<file path="config.mk">
export PLATFORM = sky130hd
export DESIGN_NAME = ram_dp_init
export DESIGN_NICKNAME = d
export VERILOG_FILES = /design/src/rtl/ram_dp_init_pkg.sv /design/src/rtl/ram_init_ctrl.sv /design/src/rtl/ram_dp_init.sv
export SDC_FILE = /design/constraint.sdc
export NUM_CORES = 1
export LEC_CHECK = 0
export CORE_ASPECT_RATIO = 2
export CORE_UTILIZATION = 50
export DETAILED_ROUTE_END_ITERATION = 6
export PLACE_DENSITY_LB_ADDON = 0.12
export SLEW_MARGIN = 10
export SYNTH_ARGS = -nofsm -noshare
export SYNTH_HDL_FRONTEND = slang
export SYNTH_HIERARCHICAL = 1
export SYNTH_SLANG_ARGS = --single-unit
</file>
<file path="constraint.sdc">
create_clock -name clk -period 5.1 [get_ports clk]
set_input_delay 0.51 -clock clk [delete_from_list [all_inputs] [get_ports clk]]
set_output_delay 0.51 -clock clk [all_outputs]
set_load 0.02 [all_outputs]
</file>
<file path="src/rtl/ram_dp_init_pkg.sv">
// Shared definitions for the ram_dp_init cell RAM: FSM states, read latency, lane count.
// RAM_RD_LAT follows the optional RAM_OUT_REG_EN output register stage.
package ram_dp_init_pkg;

    typedef enum logic {
        S_INIT = 1'b0,
        S_RUN  = 1'b1
    } state_e;

`ifdef RAM_OUT_REG_EN
    localparam int RAM_RD_LAT = 2;
`else
    localparam int RAM_RD_LAT = 1;
`endif

    function automatic int num_be(input int dataWidth, input int byteW);
        return dataWidth / byteW;
    endfunction

endpackage

</file>
<file path="src/rtl/ram_init_ctrl.sv">
// Init sweep controller: walks every address once after reset writing the init word,
// then parks in S_RUN and raises init done until the next reset.
module ram_init_ctrl
    import ram_dp_init_pkg::*;
#(
    parameter int ADDR_WIDTH = 6
) (
    input  logic                  clk,
    input  logic                  rst_n,
    output logic                  o_init_we,
    output logic [ADDR_WIDTH-1:0] o_init_addr,
    output logic                  o_init_done
);

    // One spare counter bit lets the last address be detected without wrapping.
    localparam logic [ADDR_WIDTH:0] LAST_ADDR = {1'b0, {ADDR_WIDTH{1'b1}}};

    state_e                r_state;
    state_e                w_nextState;
    logic   [ADDR_WIDTH:0] r_cnt;
    logic   [ADDR_WIDTH:0] w_nextCnt;

    always_ff @(posedge clk or negedge rst_n) begin
        if (!rst_n) begin
            r_state <= S_INIT;
            r_cnt   <= '0;
        end else begin
            r_state <= w_nextState;
            r_cnt   <= w_nextCnt;
        end
    end

    always_comb begin
        w_nextState = r_state;
        w_nextCnt   = r_cnt;
        o_init_we   = 1'b0;
        o_init_addr = r_cnt[ADDR_WIDTH-1:0];
        case (r_state)
            S_INIT: begin
                o_init_we = 1'b1;
                w_nextCnt = r_cnt + 1'b1;
                if (r_cnt == LAST_ADDR) begin
                    w_nextState = S_RUN;
                end
            end
            S_RUN: begin
                w_nextState = S_RUN;
            end
            default: begin
                w_nextState = S_INIT;
            end
        endcase
    end

    assign o_init_done = (r_state == S_RUN);

endmodule

</file>
<file path="src/rtl/ram_dp_init.sv">
// Dual-port cell RAM with byte enables, post-reset init sweep, write-first collision
// bypass and read-valid pipeline. Define RAM_OUT_REG_EN for an extra output register.
module ram_dp_init
    import ram_dp_init_pkg::*;
#(
    parameter int                    ADDR_WIDTH = 6,
    parameter int                    DATA_WIDTH = 8,
    parameter int                    BYTE_W     = 8,
    parameter logic [DATA_WIDTH-1:0] INIT_VALUE = '0,
    localparam int                   NUM_BE     = num_be(DATA_WIDTH, BYTE_W)
) (
    input  logic                  clk,
    input  logic                  rst_n,
    input  logic                  wr_en,
    input  logic [ADDR_WIDTH-1:0] wr_addr,
    input  logic [DATA_WIDTH-1:0] wr_data,
    input  logic [NUM_BE-1:0]     wr_be,
    input  logic                  rd_en,
    input  logic [ADDR_WIDTH-1:0] rd_addr,
    output logic [DATA_WIDTH-1:0] rd_data,
    output logic                  rd_valid,
    output logic                  init_done
);

    localparam int DEPTH = 2 ** ADDR_WIDTH;

    logic [DATA_WIDTH-1:0] r_mem [DEPTH];

    logic                  w_initWe;
    logic [ADDR_WIDTH-1:0] w_initAddr;
    logic                  w_initDone;

    logic                  w_wrAcc;
    logic                  w_rdAcc;
    logic                  w_memWe;
    logic [ADDR_WIDTH-1:0] w_memAddr;
    logic [DATA_WIDTH-1:0] w_memData;
    logic [NUM_BE-1:0]     w_memBe;

    logic                  w_collide;
    logic [DATA_WIDTH-1:0] w_rdMerged;

    logic [DATA_WIDTH-1:0] r_rdData1;
    logic                  r_rdValid1;

    ram_init_ctrl #(
        .ADDR_WIDTH (ADDR_WIDTH)
    ) u_initCtrl (
        .clk         (clk),
        .rst_n       (rst_n),
        .o_init_we   (w_initWe),
        .o_init_addr (w_initAddr),
        .o_init_done (w_initDone)
    );

    // User traffic is only honoured once the sweep has finished.
    assign w_wrAcc = wr_en & w_initDone;
    assign w_rdAcc = rd_en & w_initDone;

    assign w_memWe   = w_initWe | w_wrAcc;
    assign w_memAddr = w_initWe ? w_initAddr : wr_addr;
    assign w_memData = w_initWe ? INIT_VALUE : wr_data;
    assign w_memBe   = w_initWe ? {NUM_BE{1'b1}} : wr_be;

    always_ff @(posedge clk) begin
        for (int i = 0; i < NUM_BE; i++) begin
            if (w_memWe && w_memBe[i]) begin
                r_mem[w_memAddr][i*BYTE_W +: BYTE_W] <= w_memData[i*BYTE_W +: BYTE_W];
            end
        end
    end

    // Write-first: a same-cycle write to the read address overrides its enabled lanes.
    assign w_collide = w_wrAcc && (wr_addr == rd_addr);

    always_comb begin
        w_rdMerged = r_mem[rd_addr];
        for (int i = 0; i < NUM_BE; i++) begin
            if (w_collide && wr_be[i]) begin
                w_rdMerged[i*BYTE_W +: BYTE_W] = wr_data[i*BYTE_W +: BYTE_W];
            end
        end
    end

    always_ff @(posedge clk or negedge rst_n) begin
        if (!rst_n) begin
            r_rdData1  <= '0;
            r_rdValid1 <= 1'b0;
        end else begin
            r_rdValid1 <= w_rdAcc;
            if (w_rdAcc) begin
                r_rdData1 <= w_rdMerged;
            end
        end
    end

`ifdef RAM_OUT_REG_EN
    logic [DATA_WIDTH-1:0] r_rdData2;
    logic                  r_rdValid2;

    always_ff @(posedge clk or negedge rst_n) begin
        if (!rst_n) begin
            r_rdData2  <= '0;
            r_rdValid2 <= 1'b0;
        end else begin
            r_rdValid2 <= r_rdValid1;
            if (r_rdValid1) begin
                r_rdData2 <= r_rdData1;
            end
        end
    end

    assign rd_data  = r_rdData2;
    assign rd_valid = r_rdValid2;
`else
    assign rd_data  = r_rdData1;
    assign rd_valid = r_rdValid1;
`endif

    assign init_done = w_initDone;

endmodule

</file>
==> results of run 1 <==
layout by cell type (no fill, tap or decap), drive strengths merged, types with 8 or more instances in the layout:
master	count
a22oi	11
mux2	8
mux4	143
nor2	73
clkbuf	57
buf	23
inv	15
xor2	8
clkdlybuf4s50	30
mux2i	32
dfrtp	17
nand3	13
nand2	39
edfxtp	512
clkinv	18
logic make-up (layout without fill, tap and decap cells):
kind of cell	after synthesis	after routing	synth area share
AOI/OAI and AO/OA	47	47	0.01658
xor gates and xnor gates	12	12	0.005027
adders and majority gates	1	1	0.0005984
buffers and inverters	67	149	0.01646
DFF	529	529	0.7558
muxes	183	183	0.1737
and+or+nand+nor	151	151	0.03184
state kept, by name, indices dropped and copies added, names as in the netlist:
name,cells
r_mem,512
rd_valid,1
rd_data,8
u_initCtrl/r_cnt,7
u_initCtrl/o_init_done,1
worst min path at each step:
stage / startpoint / to
after floorplan: rst_n / rd_data[0]
after global placement: u_initCtrl/r_cnt[6] / u_initCtrl/r_cnt[6]
after detailed placement: u_initCtrl/r_cnt[6] / u_initCtrl/r_cnt[6]
after CTS: rst_n / u_initCtrl/r_cnt[2]
after global routing: rst_n / u_initCtrl/r_cnt[2]
final: rst_n / u_initCtrl/r_cnt[2]
routing by layer:
layer	vias to the layer above	global-route usage	share of wire
li1	4178	-	-
met4	0	0.09223	0.036
met3	79	0.02179	0.043
met2	343	0.4434	0.57
met5	-	0	0
met1	5225	0.2782	0.35
cells in the mapped netlist:
cell type / number / area share
nand2_1: 39 / 0.0070
edfxtp_1: 512 / 0.74
o21ai_0: 3 / 0.00072
a41oi_1: 1 / 0.00042
buf_12: 1 / 0.00096
clkbuf_1: 18 / 0.0032
nor3_1: 1 / 0.00024
o32ai_1: 5 / 0.0021
nand3b_1: 2 / 0.00072
and4b_1: 1 / 0.00048
buf_4: 7 / 0.0025
o2111ai_1: 7 / 0.0029
nor2b_1: 5 / 0.0015
ha_1: 1 / 0.00060
buf_1: 3 / 0.00054
nor2_1: 73 / 0.013
a211oi_1: 2 / 0.00072
or2_2: 1 / 0.00030
or4_1: 1 / 0.00036
nor4_1: 1 / 0.00030
buf_6: 3 / 0.0016
and2_1: 1 / 0.00030
or3_1: 1 / 0.00030
o21a_1: 1 / 0.00036
o31ai_1: 1 / 0.00036
nand3_1: 13 / 0.0031
xnor2_1: 4 / 0.0017
nor3b_1: 1 / 0.00036
mux2i_1: 32 / 0.015
buf_2: 22 / 0.0053
xor2_1: 8 / 0.0034
nor4b_1: 1 / 0.00042
inv_1: 13 / 0.0023
nand2b_1: 6 / 0.0018
mux2_2: 8 / 0.0043
mux4_2: 143 / 0.15
o32a_1: 3 / 0.0014
a21oi_1: 7 / 0.0017
dfrtp_1: 17 / 0.020
or3b_2: 1 / 0.00042
o22ai_1: 4 / 0.0012
a21o_1: 2 / 0.00072
nand4b_1: 2 / 0.00084
nand4_1: 1 / 0.00030
a22oi_1: 11 / 0.0040
final cells by class:
cell class / instances / area [um2]
clock buffer: 56 / 1210
clock inverter: 26 / 284.0
fill: 3089 / 17780
inverter: 13 / 48.80
multi-input combinational: 394 / 4821
sequential: 529 / 15800
tap: 535 / 669.4
timing repair buffer: 54 / 509.2
worst max-delay path, cell delays in order (launching register included):
cell and delay [ns]:
dfrtp_1 0.47, inv_1 0.33, buf_4 0.42, nor2b_1 0.13, a21oi_1 0.31, nand2b_1 0.30, nor2_1 0.92
power breakdown:
part           total (mW)  switching (mW)  internal [mW]
Combinational       0.220           0.122         0.0977
Clock                3.49            1.49           1.99
Sequential           4.69               0           4.69
through the flow:
step | util | area (um2) | worst slack (ns) | std cells
final | 0.5677 | 23340 | 1.818 | 1607
after global routing | 0.5677 | 23340 | 1.610 | 1607
after CTS | 0.5677 | 23340 | 1.823 | 1607
after detailed placement | 0.5313 | 21850 | 1.696 | 1525
after global placement | 0.5313 | 21850 | 1.722 | 1525
after floorplan | - | 20910 | 1.847 | 990
==> impl_metrics.py, run 1 <==
metrics = {
    "worst_setup_path": {
        "r2r-end": "r_mem[18][0]",
        "rrSetupSlack_ns": 1.82,
        "startpoint_type": "flip-flop",
        "crit_fanout": 22,
        "crit_end": "r_mem[18][0]",
        "cp-end-kind": "flip-flop",
        "critical_path_class": "flip-flop to flip-flop",
        "reg2reg_from": "u_initCtrl/o_init_done",
        "cp.required_ns": 5.26,
        "startpoint": "u_initCtrl/o_init_done",
        "arrival_ns": 3.45,
        "r2r_cells": 6,
    },
    "drt": {
        "drtPass1Iterations": 5,
        "viasPerCell": 6.114,
        "drc_errors": 0,
        "drt_iter0_drc": 770,
        "drtAntennaViolNets": 0,
        "routed_wl_mm": 48.99,
        "vias": 9825,
        "post_drt_wl_per_cell_um": 30.49,
    },
    "timing": {
        "setup_viol": 0,
        "finalCritPeriodShare": 0.6436,
        "skew_ns": 0.01730,
        "finalCriticalPeriod_ns": 3.282,
        "slew_headroom": 0.2438,
        "hold_slack_ns": 0.4546,
        "tns_ns": 0,
        "max_slew.worst_pin.slew_ns": 1.130,
        "rsz0062_at_grt": "false",
        "finalHoldViolCount": 0,
        "slew_violations": 0,
        "max_freq_ghz": 0.3047,
    },
    "clock_network": {
        "clockBufferDepth": 3,
        "cts_hold_buf": 0,
        "post_cts_resized": 0,
        "cts_buffers": 45,
        "postCtsSetupRepairBufs": 0,
        "cts.sinks": 529,
        "clk_pin_slew_worst_paths_ns": 0.07,
        "clockRootBuffer": "clkbuf_16",
        "cts_max_level": 2,
        "cts_tree": "yes",
        "clk_latency_ns": 0.56,
    },
    "grt": {
        "gr-total-overflow": 0,
        "antenna_found_initial": 0,
        "grt_max_degree": 67,
        "grt_pass1_wl_mm": 71.07,
        "grt_util_all_layers": 0.2372,
        "grt_pass1_vias": 10330,
    },
    "power": {
        "power.density_nw_per_um2": 359.7,
        "ir_drop_uv": 272.5,
        "p_leak_nw": 6.359,
        "p_total_mw": 8.396,
    },
    "floorplan": {
        "row_count": 105,
        "start_util": 0.5084,
        "fp.dieW_um": 146.6,
        "core_area_um2": 41120,
        "io_pins": 35,
        "die_area_um2": 42680,
        "die_h_um": 291.2,
    },
    "yosys": {
        "synth_warnings": 6,
        "syn-num-nets": 1016,
        "synth_cells": 990,
        "synth_area_per_cell_um2": 21.12,
        "ys_seq_area_frac": 0.7558,
        "yosysUniqueCellTypes": 45,
        "syn_area_um2": 20910,
        "synth_seq_cells": 529,
    },
    "layout": {
        "drive_gt1_frac": 0.2304,
        "syn_to_final_growth_pct": 11.66,
        "insertedDiodeCount": 0,
        "nNetsFinal": 1063,
    },
    "run": {
        "maxCapViolCount": 0,
    },
    "placement": {
        "place.gp.congestion": 0.8693,
        "portBuffers": 34,
        "hpwl_mm": 32.92,
    },
    "run_status": {
        "outcome": "complete, no violations",
    },
    "min_path": {
        "hold_path.class": "input port to asynchronous set/reset pin",
    },
}
(Power assumes the default switching activity.)
==> inputs of run 2 (changes only) <==
- clock period: 5.1 -> 3.25 ns (I/O delays scaled with it)
==> run 2 against run 1 <==
- die area stayed put
- sequential cell count unchanged
- utilization grew 1.8 points
- cell area grew 3.2%
- clock skew down 0.0054 ns
- clock-buffer cell count decreased by 4
- worst setup slack got worse by 1.2 ns
- first-iteration DRC count is 3.1% higher
- worst hold slack worse by 0.14 ns
- register-to-register slack worse by 1.2 ns
- non-clock buffer count increased by 87
- highest routed layer unchanged
==> impl_metrics.py, run 2 (synthesis gave the netlist of run 1 again) <==
metrics = {
    "run_status": {
        "outcome": "complete, no violations",
    },
    "layout": {
        "nNetsFinal": 1149,
        "final_util": 0.5859,
        "drive_gt1_frac": 0.2892,
        "layout_commonest_cell": "edfxtp_1",
        "syn_to_final_growth_pct": 15.24,
        "instances_no_fill": 1690,
        "largest_reg_flops": 512,
        "final_cell_mix": "512 x edfxtp_1, 143 x mux4_2, 95 x buf_4, 66 x nor2_1, 45 x clkbuf_16",
        "nFillCells": 3019,
        "insertedDiodeCount": 0,
        "regMostFlops": "r_mem",
    },
    "drt": {
        "drtAntennaViolNets": 0,
        "wl_met2_mm": 27.73,
        "viasPerCell": 5.975,
        "post_drt_wl_per_cell_um": 29.32,
        "drtPass1Iterations": 4,
        "top_layer": "met4",
        "wl_met1_mm": 18.31,
        "vias": 10100,
        "drc_errors": 0,
        "met3_length_mm": 1.714,
        "routed_wl_mm": 49.55,
        "drt_iter0_drc": 794,
    },
    "floorplan": {
        "die_h_um": 291.2,
        "die_area_um2": 42680,
        "io_pins": 35,
        "core_area_um2": 41120,
        "fp.dieW_um": 146.6,
        "row_count": 105,
        "start_util": 0.5084,
    },
    "placement": {
        "dpl_worst_slack_ns": 0.3540,
        "place.gp.congestion": 0.8405,
        "hpwl_mm": 33.17,
        "placed_cells": 1612,
        "portBuffers": 34,
    },
    "clock_network": {
        "clockBufferDepth": 3,
        "clockRootBuffer": "clkbuf_16",
        "cts.sinks": 529,
        "cts_tree": "yes",
        "clk_latency_ns": 0.55,
        "postCtsSetupRepairBufs": 0,
        "post_cts_resized": 0,
        "clk_pin_slew_worst_paths_ns": 0.07,
        "cts_buffers": 44,
        "cts_hold_buf": 0,
        "cts_max_level": 2,
    },
    "worst_setup_path": {
        "rrSetupSlack_ns": 0.58,
        "startpoint_type": "flip-flop",
        "reg2reg_from": "u_initCtrl/o_init_done",
        "arrival_ns": 2.92,
        "r2r_cells": 7,
        "critical_path_class": "flip-flop to flip-flop",
        "r2r-end": "r_mem[14][0]",
        "crit_end": "r_mem[14][0]",
        "crit_fanout": 24,
        "cp-end-kind": "flip-flop",
        "startpoint": "u_initCtrl/o_init_done",
        "cp.required_ns": 3.51,
    },
    "grt": {
        "antenna_found_initial": 0,
        "gr-total-overflow": 0,
        "grt_util_all_layers": 0.2413,
        "grt_pass1_vias": 10710,
        "grt_pass1_wl_mm": 72.42,
        "grt_max_degree": 65,
    },
    "timing": {
        "rsz0062_at_grt": "false",
        "slew_violations": 0,
        "finalCritPeriodShare": 0.8203,
        "skew_ns": 0.01185,
        "tns_ns": 0,
        "setup_slack_ns": 0.5840,
        "max_freq_ghz": 0.3751,
        "setup_viol": 0,
        "finalHoldViolCount": 0,
        "max_slew.worst_pin.slew_ns": 0.9947,
        "slew_headroom": 0.3353,
        "finalCriticalPeriod_ns": 2.666,
    },
    "power": {
        "power.density_nw_per_um2": 542.4,
        "p_leak_nw": 6.831,
        "p_total_mw": 13.07,
        "ir_drop_uv": 513.1,
    },
    "run": {
        "maxCapViolCount": 0,
    },
    "min_path": {
        "hold_path.class": "input port to asynchronous set/reset pin",
    },
}
## run 2: how the worst min path moves through the flow
stage | startpoint | to | cells past startpoint
6_report | rst_n | u_initCtrl/r_cnt[0] | 1
5_1_grt | rst_n | u_initCtrl/o_init_done | 1
4_1_cts | rst_n | rd_data[6] | 1
3_5_place_dp | u_initCtrl/r_cnt[6] | u_initCtrl/r_cnt[6] | 1
3_3_place_gp | u_initCtrl/r_cnt[6] | u_initCtrl/r_cnt[6] | 1
2_1_floorplan | rst_n | rd_data[0] | 0
## run 2: through the flow
| stage | cell area [um2] | hold WS, ns |
|---|---|---|
| finish | 24090 | 0.3109 |
| global route | 24090 | 0.3272 |
| CTS | 24090 | 0.2957 |
| detailed placement | 22660 | 0.4606 |
| global placement | 22660 | 0.4567 |
| floorplan | 20910 | 0.02941 |
## run 2: report_power, final
group | switching, mW | internal [mW] | leakage, nW
registers | 0 | 7.36 | 4.08
clock network | 2.33 | 3.02 | 0.700
logic | 0.195 | 0.170 | 2.06
## run 2: critical path: stages (launching register included)
cell and delay [ns]:
dfrtp_1 0.34, inv_1 0.27, buf_4 0.35, o31ai_1 0.42
nand2_1 0.32, buf_4 0.26, nor2_1 0.18, buf_4 0.22
## run 2: layout make-up
class	instances	area [um2]	share of cell area
clock inverters	26	282.8	0.01174
flip-flops and latches	529	15800	0.6558
well taps	535	669.4	0.02778
repair buffers	141	1318	0.05469
multi-input cells	394	4821	0.2001
clock buffers	52	1152	0.04783
inverters	13	48.80	0.002025
## run 2: per-layer routing
layer,vias up,global-route usage
li1,4353,-
met1,5409,0.2856
met2,258,0.4467
met3,78,0.02555
met4,0,0.09223
met5,-,0
==> inputs of run 3 (changes only) <==
- clock period: 3.25 -> 2.6 ns (I/O delays scaled with it)
==> run 3 against run 2 <==
- non-clock buffer count increased by 36
- register-to-register slack worse by 0.40 ns
- clock-buffer cell count rose by 4
- wire length up 2.9%
- power rose by 27%
- via count up 1.4%
- worst hold slack lost 0.10 ns
- die area did not move
- largest cell class unchanged
==> impl_metrics.py, run 3 (synthesis gave the netlist of run 1 again) <==
metrics = {
    "run_status": {
        "outcome": "complete, no violations",
    },
    "power": {
        "switching_share": 0.1927,
        "sequentialPowerShare": 0.552,
        "clockPowerShare": 0.419,
        "comb_power_share": 0.029,
        "p_total_mw": 16.66,
        "p_int_mw": 13.45,
        "ir_drop_uv": 604.3,
        "power.density_nw_per_um2": 681.2,
        "p_leak_nw": 7.064,
        "p_sw_mw": 3.210,
    },
    "worst_setup_path": {
        "cp_cell_sequence": "inv_1 > buf_4 > o31ai_1 > nand2_1 > nor2_1 > buf_4",
        "slowest_stage": "o31ai_1",
        "arrival_ns": 2.69,
        "crit_path_frequent_cell": "buf_4",
        "critical_path_class": "flip-flop to flip-flop",
        "cp-end-kind": "flip-flop",
        "crit_fanout": 15,
        "cp.required_ns": 2.88,
        "max_stage_delay_ns": 0.46,
        "startpoint_type": "flip-flop",
    },
    "layout": {
        "insertedDiodeCount": 0,
        "drive_gt1_frac": 0.3112,
        "syn_to_final_growth_pct": 16.96,
        "regArea_um2": 15800,
        "nNetsFinal": 1184,
        "final_cell_mix": "512 x edfxtp_1, 143 x mux4_2, 128 x buf_4, 66 x nor2_1, 43 x clkbuf_16",
        "multi_input_area_um2": 4821,
        "nFillCells": 2964,
        "fin_area_um2": 24450,
        "final_util": 0.5946,
        "largest_reg_flops": 512,
        "layout_commonest_cell": "edfxtp_1",
        "regMostFlops": "r_mem",
    },
    "clock_network": {
        "postCtsSetupRepairBufs": 0,
        "post_cts_resized": 0,
        "cts_buffers": 43,
        "clk_latency_ns": 0.57,
        "cts_tree": "yes",
        "clk_pin_slew_worst_paths_ns": 0.07,
        "clockRootBuffer": "clkbuf_16",
        "cts_hold_buf": 0,
        "clockBufferDepth": 3,
        "cts.sinks": 529,
        "cts_max_level": 2,
    },
    "floorplan": {
        "row_count": 105,
        "die_h_um": 291.2,
        "io_pins": 35,
        "die_area_um2": 42680,
        "start_util": 0.5084,
        "core_area_um2": 41120,
        "fp.dieW_um": 146.6,
    },
    "timing": {
        "setup_viol": 0,
        "slew_headroom": 0.2470,
        "max_slew.worst_pin.slew_ns": 1.123,
        "slew_violations": 0,
        "rsz0062_at_grt": "false",
        "hold_slack_ns": 0.2113,
        "skew_ns": 0.01226,
        "finalCriticalPeriod_ns": 2.411,
        "finalHoldViolCount": 0,
        "finalCritPeriodShare": 0.9275,
        "max_freq_ghz": 0.4147,
    },
    "drt": {
        "viasPerCell": 5.928,
        "drt_iter0_drc": 783,
        "drtAntennaViolNets": 0,
        "post_drt_wl_per_cell_um": 29.52,
        "drtPass1Iterations": 5,
        "routed_wl_mm": 50.98,
        "drc_errors": 0,
        "vias": 10240,
    },
    "grt": {
        "antenna_found_initial": 0,
        "gr-total-overflow": 0,
        "grt_pass1_vias": 11100,
        "grt_max_degree": 65,
        "grt_util_all_layers": 0.2483,
        "grt_pass1_wl_mm": 74.29,
    },
    "placement": {
        "place.gp.congestion": 0.8322,
        "portBuffers": 34,
        "hpwl_mm": 34.62,
        "placed_area_um2": 22960,
    },
    "run": {
        "maxCapViolCount": 0,
    },
    "min_path": {
        "hold_path.class": "input port to asynchronous set/reset pin",
    },
}
run 3: path summary, 6_finish.rpt:
path / from / depth (start not counted) / slack [ns] / endpoint
worst max register to register: u_initCtrl/o_init_done / 6 / 0.19 / r_mem[44][0]
worst min register to register: u_initCtrl/r_cnt[6] / 1 / 0.49 / u_initCtrl/r_cnt[6]
max in group asynchronous: rst_n / 1 / 1.81 / rd_data[1]
worst min-delay path: rst_n / 1 / 0.21 / u_initCtrl/r_cnt[2]
min in group clk: rd_addr[1] / 4 / 0.36 / rd_data[3]
worst max-delay path: u_initCtrl/o_init_done / 6 / 0.19 / r_mem[44][0]
run 3: layer usage:
metal / GRT usage / share of wire / wire (um) / vias up
met5: 0 / 0 / 0 / -
met4: 0.1341 / 0.056 / 2864 / 0
met3: 0.03213 / 0.039 / 1969 / 105
met2: 0.4473 / 0.55 / 27920 / 266
met1: 0.2843 / 0.36 / 18220 / 5466
li1: - / - / - / 4401
run 3: layout make-up:
cell class                 instances  share of cell area
clock inverter                    23             0.01412
multi-input combinational        394              0.1972
inverter                          13            0.001996
timing repair buffer             177             0.06627
clock buffer                      56             0.04682
tap                              535             0.02738
sequential                       529              0.6462
run 3: power groups by stage:
stage / Combinational, mW / Sequential [mW] / Clock (mW)
floorplan: 0.290 / 9.38 / 0
global placement: 0.488 / 9.38 / 0
detailed placement: 0.487 / 9.38 / 0
CTS: 0.488 / 9.19 / 7.09
global route: 0.506 / 9.19 / 7.40
finish: 0.480 / 9.20 / 6.98
run 3: worst max-delay path, delay by kind of cell, from the launching register on:
family | cells | cell delay (ns)
simple gates | 2 | 0.73
buf+inv | 3 | 0.50
compound gates | 1 | 0.46
flops | 1 | 0.42
run 3: metrics by stage:
step,setup TNS (ns),setup slack (ns),instances
2_1_floorplan,-218.50,-0.5690,990
3_3_place_gp,0,0.03919,1648
3_5_place_dp,-0.08442,-0.04317,1648
4_1_cts,0,0.1863,1727
5_1_grt,0,0.006792,1727
6_report,0,0.1886,1727
